## src/rtl/nanorv32_tcm_arbiter.sv

```systemverilog
// Single-port TCM arbiter for the nanorv32 core: IF, D and loader ports share one SRAM.
// Loader wins outright; an IF starvation counter forces IF ahead of D after MAX_WAIT losses.
module nanorv32_tcm_arbiter #(
   parameter int unsigned ADDR_W   = 13,
   parameter int unsigned MAX_WAIT = 4
) (
   input  logic              clk,
   input  logic              rst,
   input  logic              if_req,
   input  logic [ADDR_W-1:0] if_addr,
   output logic              if_gnt,
   output logic              if_rvalid,
   output logic [31:0]       if_rdata,
   input  logic              d_req,
   input  logic              d_we,
   input  logic [3:0]        d_be,
   input  logic [ADDR_W-1:0] d_addr,
   input  logic [31:0]       d_wdata,
   output logic              d_gnt,
   output logic              d_rvalid,
   output logic [31:0]       d_rdata,
   input  logic              ld_req,
   input  logic [ADDR_W-1:0] ld_addr,
   input  logic [31:0]       ld_wdata,
   output logic              ld_gnt,
   output logic              ram_cs,
   output logic [3:0]        ram_we,
   output logic [ADDR_W-1:0] ram_addr,
   output logic [31:0]       ram_wdata,
   input  logic [31:0]       ram_rdata,
   output logic [3:0]        if_wait_cnt
);

   localparam logic [3:0] MAX_WAIT_C = 4'(MAX_WAIT);

   localparam logic [1:0] OWN_NONE = 2'd0;
   localparam logic [1:0] OWN_IF   = 2'd1;
   localparam logic [1:0] OWN_D    = 2'd2;

   logic [1:0]        owner_q, owner_d;
   logic [3:0]        wait_cnt_q, wait_cnt_d;
   logic [ADDR_W-1:0] addr_q;
   logic [31:0]       wdata_q;
   logic              if_forced;

   always_comb begin
      if_forced = if_req && (wait_cnt_q == MAX_WAIT_C);
      ld_gnt    = !rst && ld_req;
      if_gnt    = !rst && !ld_req && if_req && (if_forced || !d_req);
      d_gnt     = !rst && !ld_req && d_req && !if_forced;
   end

   // Idle cycles replay the last address/data so the SRAM inputs do not toggle.
   always_comb begin
      ram_cs    = 1'b0;
      ram_we    = '0;
      ram_addr  = addr_q;
      ram_wdata = wdata_q;
      if (ld_gnt) begin
         ram_cs    = 1'b1;
         ram_we    = '1;
         ram_addr  = ld_addr;
         ram_wdata = ld_wdata;
      end else if (d_gnt) begin
         ram_cs   = 1'b1;
         ram_addr = d_addr;
         if (d_we) begin
            ram_we    = d_be;
            ram_wdata = d_wdata;
         end
      end else if (if_gnt) begin
         ram_cs   = 1'b1;
         ram_addr = if_addr;
      end
   end

   always_comb begin
      owner_d = OWN_NONE;
      if (if_gnt) begin
         owner_d = OWN_IF;
      end else if (d_gnt && !d_we) begin
         owner_d = OWN_D;
      end

      wait_cnt_d = wait_cnt_q;
      if (!if_req || if_gnt) begin
         wait_cnt_d = '0;
      end else if (d_gnt && (wait_cnt_q < MAX_WAIT_C)) begin
         wait_cnt_d = wait_cnt_q + 4'd1;
      end
   end

   always_ff @(posedge clk or posedge rst) begin
      if (rst) begin
         owner_q    <= OWN_NONE;
         wait_cnt_q <= '0;
         addr_q     <= '0;
         wdata_q    <= '0;
      end else begin
         owner_q    <= owner_d;
         wait_cnt_q <= wait_cnt_d;
         addr_q     <= ram_addr;
         wdata_q    <= ram_wdata;
      end
   end

   assign if_rvalid   = (owner_q == OWN_IF);
   assign d_rvalid    = (owner_q == OWN_D);
   assign if_rdata    = ram_rdata;
   assign d_rdata     = ram_rdata;
   assign if_wait_cnt = wait_cnt_q;

endmodule

```

## config.mk

```make
export PLATFORM = sky130hd
export DESIGN_NAME = nanorv32_tcm_arbiter
export DESIGN_NICKNAME = d
export VERILOG_FILES = /design/src/rtl/nanorv32_tcm_arbiter.sv
export SDC_FILE = /design/constraint.sdc
export NUM_CORES = 1
export LEC_CHECK = 0
export ABC_CLOCK_PERIOD_IN_PS = 2150
export CORE_UTILIZATION = 31
export CTS_CLUSTER_SIZE = 30
export DETAILED_ROUTE_END_ITERATION = 8
export MAX_ROUTING_LAYER = met4
export PLACE_DENSITY = 0.8
export SLEW_MARGIN = 20
export SYNTH_ARGS = -nofsm -noshare
export SYNTH_HDL_FRONTEND = slang
export SYNTH_SLANG_ARGS = --single-unit
```

## constraint.sdc

```tcl
create_clock -name clk -period 2.15 [get_ports clk]
set_input_delay 0.43 -clock clk [delete_from_list [all_inputs] [get_ports clk]]
set_output_delay 0.43 -clock clk [all_outputs]
set_load 0.02 [all_outputs]
```

==> results of run 1 <==
==> worst max path at each step <==
stage | from | end | slack (ps) | cells past startpoint
final | if_wait_cnt[1] | ram_wdata[22] | -320 | 10
after global routing | if_wait_cnt[1] | ram_wdata[22] | -420 | 10
after global placement | if_req | ram_wdata[0] | -780 | 7
after detailed placement | rst | ram_addr[7] | -850 | 6
after floorplan | if_wait_cnt[0] | ram_addr[0] | 20 | 6
after CTS | if_wait_cnt[1] | ram_wdata[0] | -330 | 8
==> registers in the layout, indices dropped and copies added (netlist names) <==
name	flops
wdata_q	32
addr_q	13
owner_q	2
if_wait_cnt	4
==> through the flow <==
stage                     hold slack [ps]  utilization [%]  total power [mW]  setup WS, ps  TNS, ps
final                                 561             57.8              3.24          -322   -12820
after global routing                  597             57.8              3.39          -422   -18330
after CTS                             563             55.3              3.17          -327   -12430
after detailed placement              539             46.8              2.26          -847   -40190
after global placement                535             46.8              2.24          -776   -38370
after floorplan                       586                -              1.80          17.8        0
==> cells in the final DEF, fill, tap and decap left out, drive strengths merged, types with 2 or more instances in the layout <==
master,count
clkdlybuf4s50,114
clkdlybuf4s15,3
nor3,3
a211oi,3
o211ai,46
and3,2
o31ai,2
clkbuf,10
buf,161
inv,8
nand2,64
dfrtp,51
nor3b,2
nand3,12
a22oi,24
ha,2
dlygate4sd2,2
nand4,34
nor2b,4
a21o,6
==> repair_timing <==
action                     4_1_cts  5_1_grt
gates cloned                     8        4
pin swaps                       51       33
setup endpoints to repair       53       53
resized for setup              365       11
setup buffers                   37       22
==> metal layers <==
layer	vias up	wire, um
met3	36	1210
met5	-	0
li1	1659	-
met1	1811	5060
met2	255	7580
met4	0	423
==> cells by family after synthesis <==
family                   Yosys count
adder cells (fa/ha/maj)            2
AO/OA/AOI/OAI                     84
flip-flops                        51
AND/OR/NAND/NOR                  126
buffers and inverters            104
==> final cells by class <==
cell class | count | area (sq um) | share of cell area (%)
Clock buffer | 8 | 100 | 1.60
Multi-Input combinational cell | 214 | 1790 | 28.6
Inverter | 8 | 30.0 | 0.480
Sequential cell | 51 | 1280 | 20.4
Timing Repair Buffer | 283 | 2890 | 46.1
Tap cell | 140 | 175 | 2.80
==> Yosys cell counts <==
cell type and n:
buf_12 4, nor2_1 1, a21o_1 5, a22oi_1 24
buf_4 68, nor3_1 3, ha_1 2, a31oi_1 1
dfrtp_1 51, inv_2 2, inv_1 6, and3_4 1
buf_2 12, o221ai_1 1, a21boi_1 1, or3_1 1
nor3b_1 1, nor2b_1 4, nand2_1 64, nand3_1 12
or3b_1 1, nor3b_2 1, a211oi_2 1, nand2b_1 1
nand4_1 34, o31ai_1 2, a32oi_1 1, and4b_1 1
o211ai_1 16, a211oi_1 2, o211ai_2 30, clkbuf_1 12
nand4b_1 1
==> worst reg2reg max path, stage by stage, from the launching register on <==
cell	delay, ps
dfrtp_1	400
inv_2	80
ha_4	130
nand4b_1	130
buf_4	180
buf_6	130
buf_12	140
buf_12	130
nand4_1	170
o211ai_4	110
buf_4	150
buf_4	120
buf_4	120
==> power groups by stage <==
stage	Clock [mW]	Sequential [mW]	Combinational, mW
floorplan	0	1.13	0.672
global placement	0	1.13	1.10
detailed placement	0	1.14	1.12
CTS	0.648	1.12	1.40
global route	0.683	1.14	1.57
finish	0.628	1.13	1.49
==> results.cfg, run 1 <==
[status]
status = complete, but fails checks
violations = negative setup slack

[grt]
met3_usage_pct = 6.42
grt_pass1_vias = 3922
gr-total-overflow = 0
gr-usage-met1_pct = 24.6
grt_pass1_wl_um = 20600
grt_max_degree = 52
grt_use_met2_pct = 44.3
antenna_found_initial = 0
busiest_layer = met2
gr-usage-all-layers_pct = 24.1

[cts]
clk_transition_reported_paths_ps = 100
cts_max_level = 2
max-clock-path-buffers = 2
hold_buffers = 0
clock_latency_ps = 310
cts_made_buffers = 5
cts.sink_count = 51
root_buffer = clkbuf_8
cts_tree = yes

[finish]
fin_area_sq_um = 6260
layout.cells.non_filler = 704
fillers = 924
fin_nets = 710
syn2layout_area_growth_pct = 81.9
insertedDiodeCount = 0
layout-drive-gt1-share_pct = 39.4

[setup_path]
worstSetupPathType = reg -> out
max_stage_delay_ps = 400
crit_buf_inv = 6
cp_cell_sequence = inv_2 > ha_4 > nand4b_1 > buf_4 > buf_6 > buf_12 > buf_12 > nand4_1 > o211ai_4 > buf_6
endpoint_kind = output pin
reg2reg_to = wdata_q[22]
reg2reg_slack_ps = 70
reg2reg_depth = 12
critPathArrivalTime_ps = 2040
crit_path_max_fanout = 6
start_kind = register
cp_slowest_cell = dfrtp_1
timing.rr.start = if_wait_cnt[1]
crit_family = buffers and inverters
critPathRequiredTime_ps = 1720

[sta]
finalCritPeriodShare_pct = 115
fin_skew_ps = 9.73
fin_crit_ps = 2470
setup_violations = 51
slew_headroom_pct = 74.7
worst_slack_ps = -322
worstMarginPinSlew_ps = 380
rsz0062_at_grt = true
drv_slew = 0
hold_violations = 0
fmax_ghz = 0.404

[power_and_ir_drop]
power_switching_mw = 1.03
intPower_mw = 2.22
power_frac_comb_pct = 45.9
p_leak_nw = 2.63
p_sw_share_pct = 31.7
power.share.clock_pct = 19.3
power_per_cell_area_nw_per_um2 = 518
p_seq_share_pct = 34.8
peakVddDrop_mv = 0.231

[floorplanning]
fp.coreArea_sq_um = 10800
dieArea_sq_um = 11500
die_width_um = 107
num_rows = 38
fp.dieH_um = 107
top_level_ports = 268
start_util_pct = 31.8

[logic_synthesis]
synth_top_family_by_area = compound AO/OA/AOI/OAI gates
synth_nets = 514
yosysTopAreaCell = dfrtp_1
syn_avg_cell_area_sq_um = 9.38
syn_inst = 367
synth-simple-area-share_pct = 18.2
synthXorXnorAreaFrac_pct = 0
yosys.area.top_type_share_pct = 37.1
yosysWarningCount = 0
synth-compound-area-share_pct = 22.9
yosys.cell_types.count = 33
ys_seq_area_share_pct = 37.1
synthMuxAreaShare_pct = 0
ys_ff_latch = 51
synth.area.top_cells = dfrtp_1 37%, buf_4 15%, o211ai_2 11%
synthAdderAreaFrac_pct = 0.727
syn_area_sq_um = 3440

[detailed_routing]
wl_per_cell_um = 20.3
dr_total_vias = 3761
final_antenna_net_count = 0
drt_first_pass_iters = 4
routed_wirelength_um = 14300
viasPerCell = 5.34
drt_iter0_drc = 223
drc_errors = 0

[min_path]
hold_class = in -> async

[job]
max-cap-violations = 0

[placed_design]
dp.cells = 629
gp_congestion = 0.840
io_buffers = 171
placed_cell_area_sq_um = 5070
dp_hpwl_um = 8830
Note: power is estimated with default switching activity, not from simulation.
==> run 2: changes to the inputs <==
- GPL_ROUTABILITY_DRIVEN: unset -> 1
==> results of run 2 <==
No change in the layout: final DEF, timing and power equal those of run 1.
